File: config.mk
export PLATFORM = sky130hd
export DESIGN_NAME = seg10_scan_ctrl
export DESIGN_NICKNAME = d
export VERILOG_FILES = /design/src/rtl/seg10_pkg.sv /design/src/rtl/seg10_digit_bank.sv /design/src/rtl/seg10_scan_ctrl.sv
export SDC_FILE = /design/constraint.sdc
export NUM_CORES = 1
export LEC_CHECK = 0
export BUFFER_PORTS_ARGS = -buffer_cell sky130_fd_sc_hd__buf_2
export CORE_MARGIN = 2
export CORE_UTILIZATION = 50
export CTS_CLUSTER_DIAMETER = 30
export DETAILED_ROUTE_END_ITERATION = 6
export GPL_TIMING_DRIVEN = 0
export PLACE_DENSITY = 0.69
export SKIP_LAST_GASP = 1
export SLEW_MARGIN = 5
export SYNTH_ARGS = -nofsm -noshare
export SYNTH_HDL_FRONTEND = slang
export SYNTH_SLANG_ARGS = --single-unit
File: constraint.sdc
create_clock -name clk -period 4.05 [get_ports clk]
set_input_delay 0.81 -clock clk [delete_from_list [all_inputs] [get_ports clk]]
set_output_delay 0.81 -clock clk [all_outputs]
set_load 0.02 [all_outputs]
File: src/rtl/seg10_pkg.sv
// rtl/seg10_pkg.sv - shared widths and helpers for the seg10 scan controller
package seg10_pkg;

    localparam int DIGIT_W  = 4;
    localparam int BRIGHT_W = 4;

    // Digit index width; never narrower than one bit.
    function automatic int addr_width(input int n);
        return (n <= 2) ? 1 : $clog2(n);
    endfunction

endpackage

File: src/rtl/seg10_digit_bank.sv
// rtl/seg10_digit_bank.sv - double-buffered digit value bank with atomic commit
module seg10_digit_bank
    import seg10_pkg::*;
#(
    parameter int NUM_DIGITS = 4,
    parameter int AW         = 2
) (
    input  logic               clk,
    input  logic               reset,
    input  logic               wr_en,
    input  logic [AW-1:0]      wr_addr,
    input  logic [DIGIT_W-1:0] wr_data,
    input  logic               commit,
    input  logic [AW-1:0]      rd_idx,
    output logic [DIGIT_W-1:0] rd_data
);

    logic [DIGIT_W-1:0] shadow_q [NUM_DIGITS];
    logic [DIGIT_W-1:0] active_q [NUM_DIGITS];

    // Out-of-range addresses match no slot, so such writes fall away silently.
    always_ff @(posedge clk or posedge reset) begin
        if (reset) begin
            for (int i = 0; i < NUM_DIGITS; i++) begin
                shadow_q[i] <= '0;
                active_q[i] <= '0;
            end
        end else begin
            for (int i = 0; i < NUM_DIGITS; i++) begin
                if (wr_en && (wr_addr == AW'(i))) begin
                    shadow_q[i] <= wr_data;
                end
                if (commit) begin
                    active_q[i] <= shadow_q[i];
                end
            end
        end
    end

    assign rd_data = active_q[rd_idx];

endmodule

File: src/rtl/seg10_scan_ctrl.sv
// rtl/seg10_scan_ctrl.sv - time-multiplexed digit scan with blanking and PWM brightness
module seg10_scan_ctrl
    import seg10_pkg::*;
#(
    parameter int NUM_DIGITS   = 4,
    parameter int DWELL_WIDTH  = 10,
    parameter int BLANK_CYCLES = 16,
    localparam int AW          = addr_width(NUM_DIGITS)
) (
    input  logic                  clk,
    input  logic                  reset,
    input  logic                  wr_valid,
    output logic                  wr_ready,
    input  logic [AW-1:0]         wr_addr,
    input  logic [DIGIT_W-1:0]    wr_data,
    input  logic [BRIGHT_W-1:0]   brightness,
    output logic [DIGIT_W-1:0]    count,
    output logic [NUM_DIGITS-1:0] digit_en,
    output logic                  sync
);

    localparam logic [AW-1:0]          IDX_LAST  = AW'(NUM_DIGITS - 1);
    localparam logic [DWELL_WIDTH-1:0] BLANK_END = DWELL_WIDTH'(BLANK_CYCLES);

    logic [DWELL_WIDTH-1:0] dwell_q, dwell_d;
    logic [AW-1:0]          idx_q, idx_d;
    logic [BRIGHT_W-1:0]    bright_q, bright_d;
    logic                   slot_end, frame_end, wr_fire, lit;

    always_comb begin
        slot_end  = &dwell_q;
        frame_end = slot_end && (idx_q == IDX_LAST);
        dwell_d   = dwell_q + 1'b1;
        idx_d     = idx_q;
        if (slot_end) begin
            idx_d = (idx_q == IDX_LAST) ? '0 : idx_q + 1'b1;
        end
        bright_d  = frame_end ? brightness : bright_q;
    end

    always_ff @(posedge clk or posedge reset) begin
        if (reset) begin
            dwell_q  <= '0;
            idx_q    <= '0;
            bright_q <= '0;
        end else begin
            dwell_q  <= dwell_d;
            idx_q    <= idx_d;
            bright_q <= bright_d;
        end
    end

    // Writes are refused only on the commit cycle so a commit never races a write.
    assign wr_ready = !frame_end;
    assign wr_fire  = wr_valid && wr_ready;

    seg10_digit_bank #(
        .NUM_DIGITS (NUM_DIGITS),
        .AW         (AW)
    ) u_bank (
        .clk     (clk),
        .reset   (reset),
        .wr_en   (wr_fire),
        .wr_addr (wr_addr),
        .wr_data (wr_data),
        .commit  (frame_end),
        .rd_idx  (idx_q),
        .rd_data (count)
    );

    // Top four dwell bits form a 16-step PWM ramp inside each slot.
    assign lit      = (dwell_q >= BLANK_END)
                   && (dwell_q[DWELL_WIDTH-1 -: BRIGHT_W] < bright_q);
    assign digit_en = lit ? (NUM_DIGITS'(1) << idx_q) : '0;
    assign sync     = (idx_q == '0) && (dwell_q == '0);

endmodule

# Yosys cells after proc, flatten, opt, wreduce, memory -nomap -nowiden
# Cells that the tools add are included.
totals:
  register_bits: 48
  latchBits: 0
  mem_bits_rw: 0
  mem_bits_ro: 0
  output_inout_bits: 10
  elab_cells: 40
  memories: 0
op_classes:
  add_sub_neg: 2
  multipliers: 0
  n_div: 0
  order_cmp: 3
  eq_ne: 4
  n_shift: 1
  mux: 5
  n_bitwise: 1
  n_reduce_logical: 13
op_table:
  columns: ["op", "n"]
  rows:
  - ["two-way mux 4 bit", 3]
  - ["adder 10 x 1 -> 10 bit (second input constant)", 1]
  - [">= comparator 10 x 5 -> 1 bit (second input constant)", 1]
  - ["logical NOT 10 bit", 1]
  - ["AND reduction 10 bit", 1]
  - ["binary-select mux 4 bit (select 2 bit)", 1]
  - ["logical AND 1 bit", 8]
  - ["== test 2 bit (second input constant)", 3]
  - ["logical NOT 2 bit", 2]
  - ["less-than comparator 4 bit", 1]
  - ["<< shifter 1 x 2 -> 4 bit (first input constant)", 1]
  - [">= comparator 3 bit (second input constant)", 1]
  - ["NOT 2 -> 3 bit", 1]
  - ["adder 2 x 1 -> 2 bit (second input constant)", 1]
  - ["== test 2 x 1 -> 1 bit (second input constant)", 1]
  - ["two-way mux 2 bit", 1]
  - ["logical NOT 1 bit", 1]

# Longest topological paths before layout
# Gate-level depths: netlist (run 1).
depth:
  word_depth: 5
  ltp_mapped: 6
  ltp_nobuf: 5

# Modules after synthesis
# A second synthesis (run 1) with hierarchy kept.
hier_totals:
  cells_unflattened: 159
  area_unflattened_um2: 2223.4
modules_own_cells:
  columns: ["module", "n_inst", "cells_each", "area_each_um2", "seq_area_each_um2"]
  rows:
  - ["seg10_digit_bank", 1, 75, 1313.8, 800.8]
  - ["seg10_scan_ctrl", 1, 84, 909.6, 400.4]

# Least setup slack after synthesis (run 1)
# No wires, ideal clock.
synth_path:
  path_type: "flip-flop to output port"
  start: "reg dwell_q[0]"
  end: "out wr_ready"
  arrival_ns: 1.574
  required_ns: 3.240
  setup_slack_ns: 1.666
  stages_incl_launch_ff: 6
  n_path_buf: 1
  cell_sequence: "dfrtp_1 -> ha_1 -> nand4_2 -> nor3_4 -> buf_6 -> inv_1"
synth_via:
  elab_chain_cells: 3
synth_lines:
  columns: ["item", "line_no", "source"]
  rows:
  - ["start, declared", "seg10_scan_ctrl.sv:25", "logic [DWELL_WIDTH-1:0] dwell_q, dwell_d;"]
  - ["start signal, assigned", "seg10_scan_ctrl.sv:47", "dwell_q <= dwell_d;"]
  - ["AND reduction 10 bit", "seg10_scan_ctrl.sv:31", "slot_end = &dwell_q;"]
  - ["logical AND 1 bit", "seg10_scan_ctrl.sv:32", "frame_end = slot_end && (idx_q == IDX_LAST);"]
  - ["logical NOT 1 bit", "seg10_scan_ctrl.sv:54", "assign wr_ready = !frame_end;"]
  - ["end, declared", "seg10_scan_ctrl.sv:13", "output logic wr_ready,"]
# No other way between the ends.

# Worst setup path in the final report (run 1)
# Ends and elaborated chain as after synthesis.

==> PnR_summary.wiki, run 1 <==
{| class="wikitable"
! Metric !! Value
|-
| DR iter-0 viols || 67
|-
| Sequential share of power || 60.8%
|-
| Fill cell total of the finished layout || 380
|-
| Num rows || 24
|-
| Setup crit start kind || register
|-
| Period Utilization, post-route || 74.1%
|-
| Total number of H-tree levels || 2
|-
| Total of hold buffers inserted after clock tree synthesis || 0
|-
| End of the worst register-to-register path || u_bank.shadow_q[11]
|-
| Worst slack, placed || 1350 ps
|-
| CTS Buffer Depth || 2
|-
| HPWL after detailed placement || 2950 um
|-
| Inserted Diodes || 0
|-
| Flop and latch count out of synthesis || 48
|-
| Fraction of synthesized cell area taken by the top area cell type || 53.7%
|-
| HP Start || u_bank.shadow_q[10]
|-
| Total Die Area || 5030 um^2
|-
| Number of nets in the finished design || 212
|-
| Clock root buffer || sky130_fd_sc_hd__clkbuf_8
|-
| Post-synthesis cell count || 160
|-
| Height of the die || 70.9 um
|-
| Proportion of synthesized chip area in sequential cells || 53.7%
|-
| Max transition margin || 53.8%
|-
| Worst Reg-to-Reg Cells || 5
|-
| Number of standard cells in the final layout excluding fillers || 243
|-
| Post-Layout Inst Area || 2530 um^2
|-
| Worst-case register-to-register setup slack || 1820 ps
|-
| PD cells || 341 nW/um^2
|-
| Max-cap violations || 0
|-
| Count of input and output buffers || 22
|-
| IR Drop Worst-Case VDD || 0.209 mV
|-
| Final WL || 3810 um
|-
| Antenna violations before repair || 0
|-
| # Post-CTS Setup Buffers || 0
|-
| Clock-pin transition on the worst setup and hold timing paths || 80 ps
|-
| Count of different cell masters after synthesis || 27
|-
| Number of synthesized flops with an enable pin || 0
|-
| Via density per instance || 5.37
|-
| Post-synthesis area per instance || 14.0 um^2
|-
| Highest Clock Rate || 333 MHz
|-
| Area of placed instances || 2440 um^2
|-
| Clock power frac || 32.5%
|-
| Largest net degree at the start of global routing || 26
|-
| Number of nets produced by synthesis || 182
|-
| Final hold vios || 0
|-
| Placed insts || 235
|-
| Tightest Pin Transition || 691 ps
|-
| Start-to-end type of the worst setup path || reg -> out
|-
| Number of failing setup endpoints in the final timing report || 0
|-
| I/O Pins || 23
|-
| Synth warnings || 0
|-
| Library cell with the highest instance count after synthesis || sky130_fd_sc_hd__dfrtp_1
|-
| Internal power component || 681 uW
|-
| Max-slew violations || 0
|-
| Wire length per cell after detailed routing || 15.7 um
|-
| End of the worst hold path || u_bank.shadow_q[10]
|-
| Clk_skew || 4.80 ps
|-
| Setup repair after global routing missed its margin || false
|-
| Via count of the first global-routing pass || 1387
|-
| FFs w/ async S/R, synth || 100%
|-
| Count of antenna-violating nets left after detailed routing || 0
|-
| Aggregate negative setup slack || 0 ps
|-
| Ranking of synthesized cells by instance count || 48 x sky130_fd_sc_hd__dfrtp_1, 31 x sky130_fd_sc_hd__mux2_2, 9 x sky130_fd_sc_hd__ha_1, 9 x sky130_fd_sc_hd__inv_1, 9 x sky130_fd_sc_hd__nand2_1
|-
| Count of cells resized by post-cts repair || 0
|-
| Post-route DRC violation count || 0
|-
| Final critical path time including I/O delays and setup || 3000 ps
|-
| Total power consumption of the routed design || 863 uW
|-
| Final worst slack || 1050 ps
|-
| Switching pwr || 182 uW
|-
| Maximum fanout count along the critical path || 10
|-
| First-pass GRT wire length || 6570 um
|-
| Inserted Clock Buffers || 5
|-
| Share of cells above drive strength 1 || 39.3%
|-
| Routed vias || 1306
|-
| Leakage Power || 1.25 nW
|-
| Top flip-flop cell by instance count after synthesis || sky130_fd_sc_hd__dfrtp_1
|-
| Worst setup EP type || output pin
|-
| Combinational Power Share || 6.7%
|-
| First-pass iteration count of the detailed router || 4
|-
| Syn-to-layout area delta || 13.1%
|-
| Launch instance of the worst register-to-register path || dwell_q[0]
|-
| Switching share of power || 21.1%
|-
| GRT Overall Usage || 16.9%
|-
| Placer Congestion || 0.835
|-
| Overall die width || 70.9 um
|-
| TritonCTS clock tree || yes
|-
| Cell count of the worst hold path || 1
|-
| Clock latency reported for the late side of the worst-skew pair || 290 ps
|-
| Worst Hold Class || reg -> reg
|-
| Critical Path RT || 3240 ps
|-
| Largest area contributor in the netlist || sky130_fd_sc_hd__dfrtp_1
|-
| Initial cell density of the core || 51.7%
|-
| Placeable core region || 4320 um^2
|-
| Count of clock tree sinks || 48
|-
| Aggregate global routing overflow || 0
|-
| Outcome || completed
|-
| Summed instance area of the synthesized netlist || 2240 um^2
|-
| Area contributors post-synth || sky130_fd_sc_hd__dfrtp_1 54%, sky130_fd_sc_hd__mux2_2 16%, sky130_fd_sc_hd__ha_1 5.0%, sky130_fd_sc_hd__mux4_2 4.0%, sky130_fd_sc_hd__mux2_1 2.0%
|-
| Arrival time at the worst endpoint || 2190 ps
|}
[worst max-delay path by stage]
stage / startpoint / end / slack (ps) / cells after the start
3_3_place_gp: dwell_q[0] / wr_ready / 1390 / 6
4_1_cts: dwell_q[1] / wr_ready / 1020 / 6
5_1_grt: dwell_q[0] / wr_ready / 890 / 6
2_1_floorplan: dwell_q[0] / wr_ready / 1670 / 5
6_report: dwell_q[0] / wr_ready / 1050 / 6
3_5_place_dp: dwell_q[0] / wr_ready / 1350 / 6
[worst max-delay path: stages, from the launching register on]
cell	delay, ps
sky130_fd_sc_hd__dfrtp_1	390
sky130_fd_sc_hd__ha_1	260
sky130_fd_sc_hd__nand4_2	190
sky130_fd_sc_hd__nor3_4	640
sky130_fd_sc_hd__buf_6	230
sky130_fd_sc_hd__inv_1	40
sky130_fd_sc_hd__buf_2	150
[registers in the layout (all words and copies together) (netlist names)]
name / cells
idx_q: 2
u_bank.active_q: 16
dwell_q: 10
u_bank.shadow_q: 16
bright_q: 4
[cell usage in the layout, fill, tap and decap left out, drive strengths merged, types with 2 or more instances in the layout]
| master | instances |
|---|---|
| inv | 9 |
| mux4 | 4 |
| o21ai | 3 |
| a21o | 2 |
| a21oi | 4 |
| nand3 | 4 |
| nand2 | 9 |
| xnor2 | 3 |
| dfrtp | 48 |
| ha | 9 |
| nand4 | 2 |
| and3 | 2 |
| mux2 | 35 |
| nor2 | 6 |
| clkbuf | 9 |
| nor4 | 2 |
| buf | 25 |
| xor2 | 5 |
| nand3b | 4 |
[power groups by stage]
stage / logic (mW) / registers [mW] / clock network (mW)
after floorplan: 0.0399 / 0.527 / 0
after global placement: 0.0527 / 0.531 / 0
after detailed placement: 0.0596 / 0.534 / 0
after CTS: 0.0597 / 0.524 / 0.292
after global routing: 0.0652 / 0.528 / 0.309
final: 0.0576 / 0.524 / 0.281
[final cells by class]
| cell class | instances | area, um^2 | share of cell area (%) |
|---|---|---|---|
| Tap cell | 52 | 65.1 | 2.57 |
| Clock buffer | 8 | 90.1 | 3.56 |
| Buffer | 3 | 26.3 | 1.04 |
| Timing Repair Buffer | 23 | 138 | 5.44 |
| Sequential cell | 48 | 1200 | 47.5 |
| Inverter | 9 | 33.8 | 1.34 |
| Multi-Input combinational cell | 100 | 976 | 38.6 |
[per-stage QoR]
stage	hold slack, ps	utilization (%)
global placement	468	55.8
CTS	501	58.5
detailed placement	486	56.4
floorplan	459	-
finish	499	58.5
global route	524	58.5
[routing by layer]
metal  part of all wire (%)  routed length (um)  up-vias  global-route usage, %
met1                     44                1680      654                   21.5
li1                       -                   -      625                      -
met4                   0.74                  28        0                   4.40
met3                    3.9                 150        5                   4.70
met5                      0                   0        -                      0
met2                     51                1950       22                   28.9
[logic make-up (layout without fill, tap and decap cells)]
| group | after synthesis | count (layout) | share of synthesized area (%) |
|---|---|---|---|
| adders and majority gates | 9 | 9 | 5.03 |
| AOI/OAI and AO/OA | 9 | 9 | 2.24 |
| DFF | 48 | 48 | 53.7 |
| and+or+nand+nor | 35 | 35 | 11.6 |
| buffers and inverters | 12 | 43 | 2.68 |
| muxes | 39 | 39 | 21.6 |
| xor gates and xnor gates | 8 | 8 | 3.13 |
(Power assumes the default switching activity.)
==> inputs of run 2 (changes only) <==
==> constraint.sdc (replaced) <==
create_clock -name clk -period 2.9 [get_ports clk]
set_input_delay 0.58 -clock clk [delete_from_list [all_inputs] [get_ports clk]]
set_output_delay 0.58 -clock clk [all_outputs]
set_load 0.02 [all_outputs]
==> run 2 against run 1 <==
Compared with the run above:
- utilization is 0.17 points higher
- sequential cell count unchanged
- clock-buffer cell count unchanged
- final area up 0.30%
- sequential power increased by 40%
- critical path type unchanged
- critical endpoint unchanged
- largest cell class unchanged
==> PnR_summary.wiki, run 2 (synthesis gave the netlist of run 1 again) <==
{| class="wikitable"
! Metric !! Value
|-
| Outcome || completed
|-
| Clk_skew || 8.68 ps
|-
| Initial cell density of the core || 51.7%
|-
| Inserted Diodes || 0
|-
| Number of failing setup endpoints in the final timing report || 0
|-
| Tightest Pin Transition || 563 ps
|-
| Maximum fanout count along the critical path || 10
|-
| Largest net degree at the start of global routing || 26
|-
| Final worst slack || 487 ps
|-
| Dominant delay contributor by cell family on the critical path || flip-flops
|-
| First-pass GRT wire length || 6570 um
|-
| Worst path slowest cell || sky130_fd_sc_hd__dfrtp_1
|-
| DR iter-0 viols || 76
|-
| Count of cells resized by post-cts repair || 0
|-
| Clock-pin transition on the worst setup and hold timing paths || 80 ps
|-
| Count of input and output buffers || 22
|-
| Number of nets in the finished design || 213
|-
| Count of clock tree sinks || 48
|-
| Aggregate negative setup slack || 0 ps
|-
| Worst-path cell chain || ha_1 -> nand2_1 -> nor3_4 -> buf_6 -> inv_1 -> buf_2
|-
| Overall die width || 70.9 um
|-
| Max-slew violations || 0
|-
| PD cells || 475 nW/um^2
|-
| Via density per instance || 5.37
|-
| Worst Reg-to-Reg Cells || 6
|-
| Final hold vios || 0
|-
| Placeable core region || 4320 um^2
|-
| First-pass iteration count of the detailed router || 4
|-
| Max transition margin || 62.4%
|-
| Final WL || 3800 um
|-
| End of the worst register-to-register path || u_bank.shadow_q[11]
|-
| Worst-case register-to-register setup slack || 830 ps
|-
| Arrival time at the worst endpoint || 1830 ps
|-
| GRT Overall Usage || 16.9%
|-
| Antenna violations before repair || 0
|-
| Worst setup EP type || output pin
|-
| Worst slack, placed || 433 ps
|-
| Buffering stage count on the worst path with inverters included || 3
|-
| Aggregate global routing overflow || 0
|-
| Worst stage delay on the critical path || 540 ps
|-
| HPWL after detailed placement || 2950 um
|-
| Worst Hold Class || in -> async
|-
| Wire length per cell after detailed routing || 15.6 um
|-
| Clock latency reported for the late side of the worst-skew pair || 290 ps
|-
| Highest Clock Rate || 414 MHz
|-
| Share of cells above drive strength 1 || 39.6%
|-
| Most common cell after layout, fill and taps aside || sky130_fd_sc_hd__dfrtp_1
|-
| Inserted Clock Buffers || 5
|-
| Via count of the first global-routing pass || 1387
|-
| Period Utilization, post-route || 83.2%
|-
| Leakage Power || 1.26 nW
|-
| Start-to-end type of the worst setup path || reg -> out
|-
| Max-cap violations || 0
|-
| Height of the die || 70.9 um
|-
| Start point of the critical path || idx_q[1]
|-
| Setup repair after global routing missed its margin || false
|-
| Total Die Area || 5030 um^2
|-
| Leading cell types in the layout, fill and taps excluded || 48 x sky130_fd_sc_hd__dfrtp_1, 31 x sky130_fd_sc_hd__mux2_2, 22 x sky130_fd_sc_hd__buf_2
|-
| I/O Pins || 23
|-
| IR Drop Worst-Case VDD || 0.291 mV
|-
| Launch instance of the worst register-to-register path || idx_q[1]
|-
| TritonCTS clock tree || yes
|-
| Final critical path time including I/O delays and setup || 2410 ps
|-
| Num rows || 24
|-
| Routed vias || 1310
|-
| Clock root buffer || sky130_fd_sc_hd__clkbuf_8
|-
| Post-route DRC violation count || 0
|-
| Total number of H-tree levels || 2
|-
| Registers with the highest flip-flop counts || u_bank.active_q x16, u_bank.shadow_q x16, dwell_q x10
|-
| Critical Path RT || 2320 ps
|-
| Placer Congestion || 0.835
|-
| Setup crit start kind || register
|-
| CTS Buffer Depth || 2
|-
| Syn-to-layout area delta || 13.4%
|-
| Count of antenna-violating nets left after detailed routing || 0
|}
run 2: changes by cell type in the layout (fill, tap and decap cells not counted), sizes merged:
cell	before	now
buf	25	26
run 2: stage by stage:
step	instance area [um^2]	cells	power [mW]	hold WS [ps]	util, %
after CTS	2530	243	1.22	347	58.5
after global placement	2410	234	0.815	468	55.8
after floorplan	2240	160	0.792	459	-
final	2540	244	1.21	336	58.7
after detailed placement	2440	235	0.829	486	56.4
after global routing	2540	244	1.26	371	58.7
run 2: metal layers:
metal  share of wire [%]  wire, um  GRT usage, %
met5                   0         0             0
met4                0.74        28          4.40
met3                 4.3       165          4.70
met2                  51      1940          28.9
met1                  44      1660          21.5
run 2: area by class of cell:
| type | instances | area [um^2] |
|---|---|---|
| Clock buffer | 8 | 90.1 |
| Tap cell | 52 | 65.1 |
| Multi-Input combinational cell | 100 | 976 |
| Sequential cell | 48 | 1200 |
| Timing Repair Buffer | 24 | 145 |
| Buffer | 3 | 26.3 |
| Fill cell | 381 | 1790 |
| Inverter | 9 | 33.8 |
run 2: repair_timing:
item / in CTS / in global routing
hold buffers: 0 / 0
setup buffers: 0 / 1
setup endpoints to repair: 0 / 1
run 2: worst max-delay path by stage:
stage	to	cells past startpoint	slack, ps
after floorplan	wr_ready	5	750
after global placement	wr_ready	6	470
after detailed placement	wr_ready	6	430
after CTS	wr_ready	6	100
after global routing	wr_ready	6	360
final	wr_ready	6	490
run 2: report_power, final:
part,internal (mW),switching [mW],leakage [nW],total (mW)
logic,0.0460,0.0347,0.608,0.0806
clock network,0.195,0.199,0.0455,0.394
registers,0.711,0.0212,0.606,0.732
total,0.951,0.255,1.26,1.21
run 2: worst register-to-register path: cells and delay by family (launching register included):
| kind | cells | cell delay (ps) |
|---|---|---|
| fa+ha+maj | 1 | 250 |
| mux | 1 | 330 |
| buf+inv | 1 | 250 |
| simple gates | 3 | 580 |
| flops | 1 | 540 |
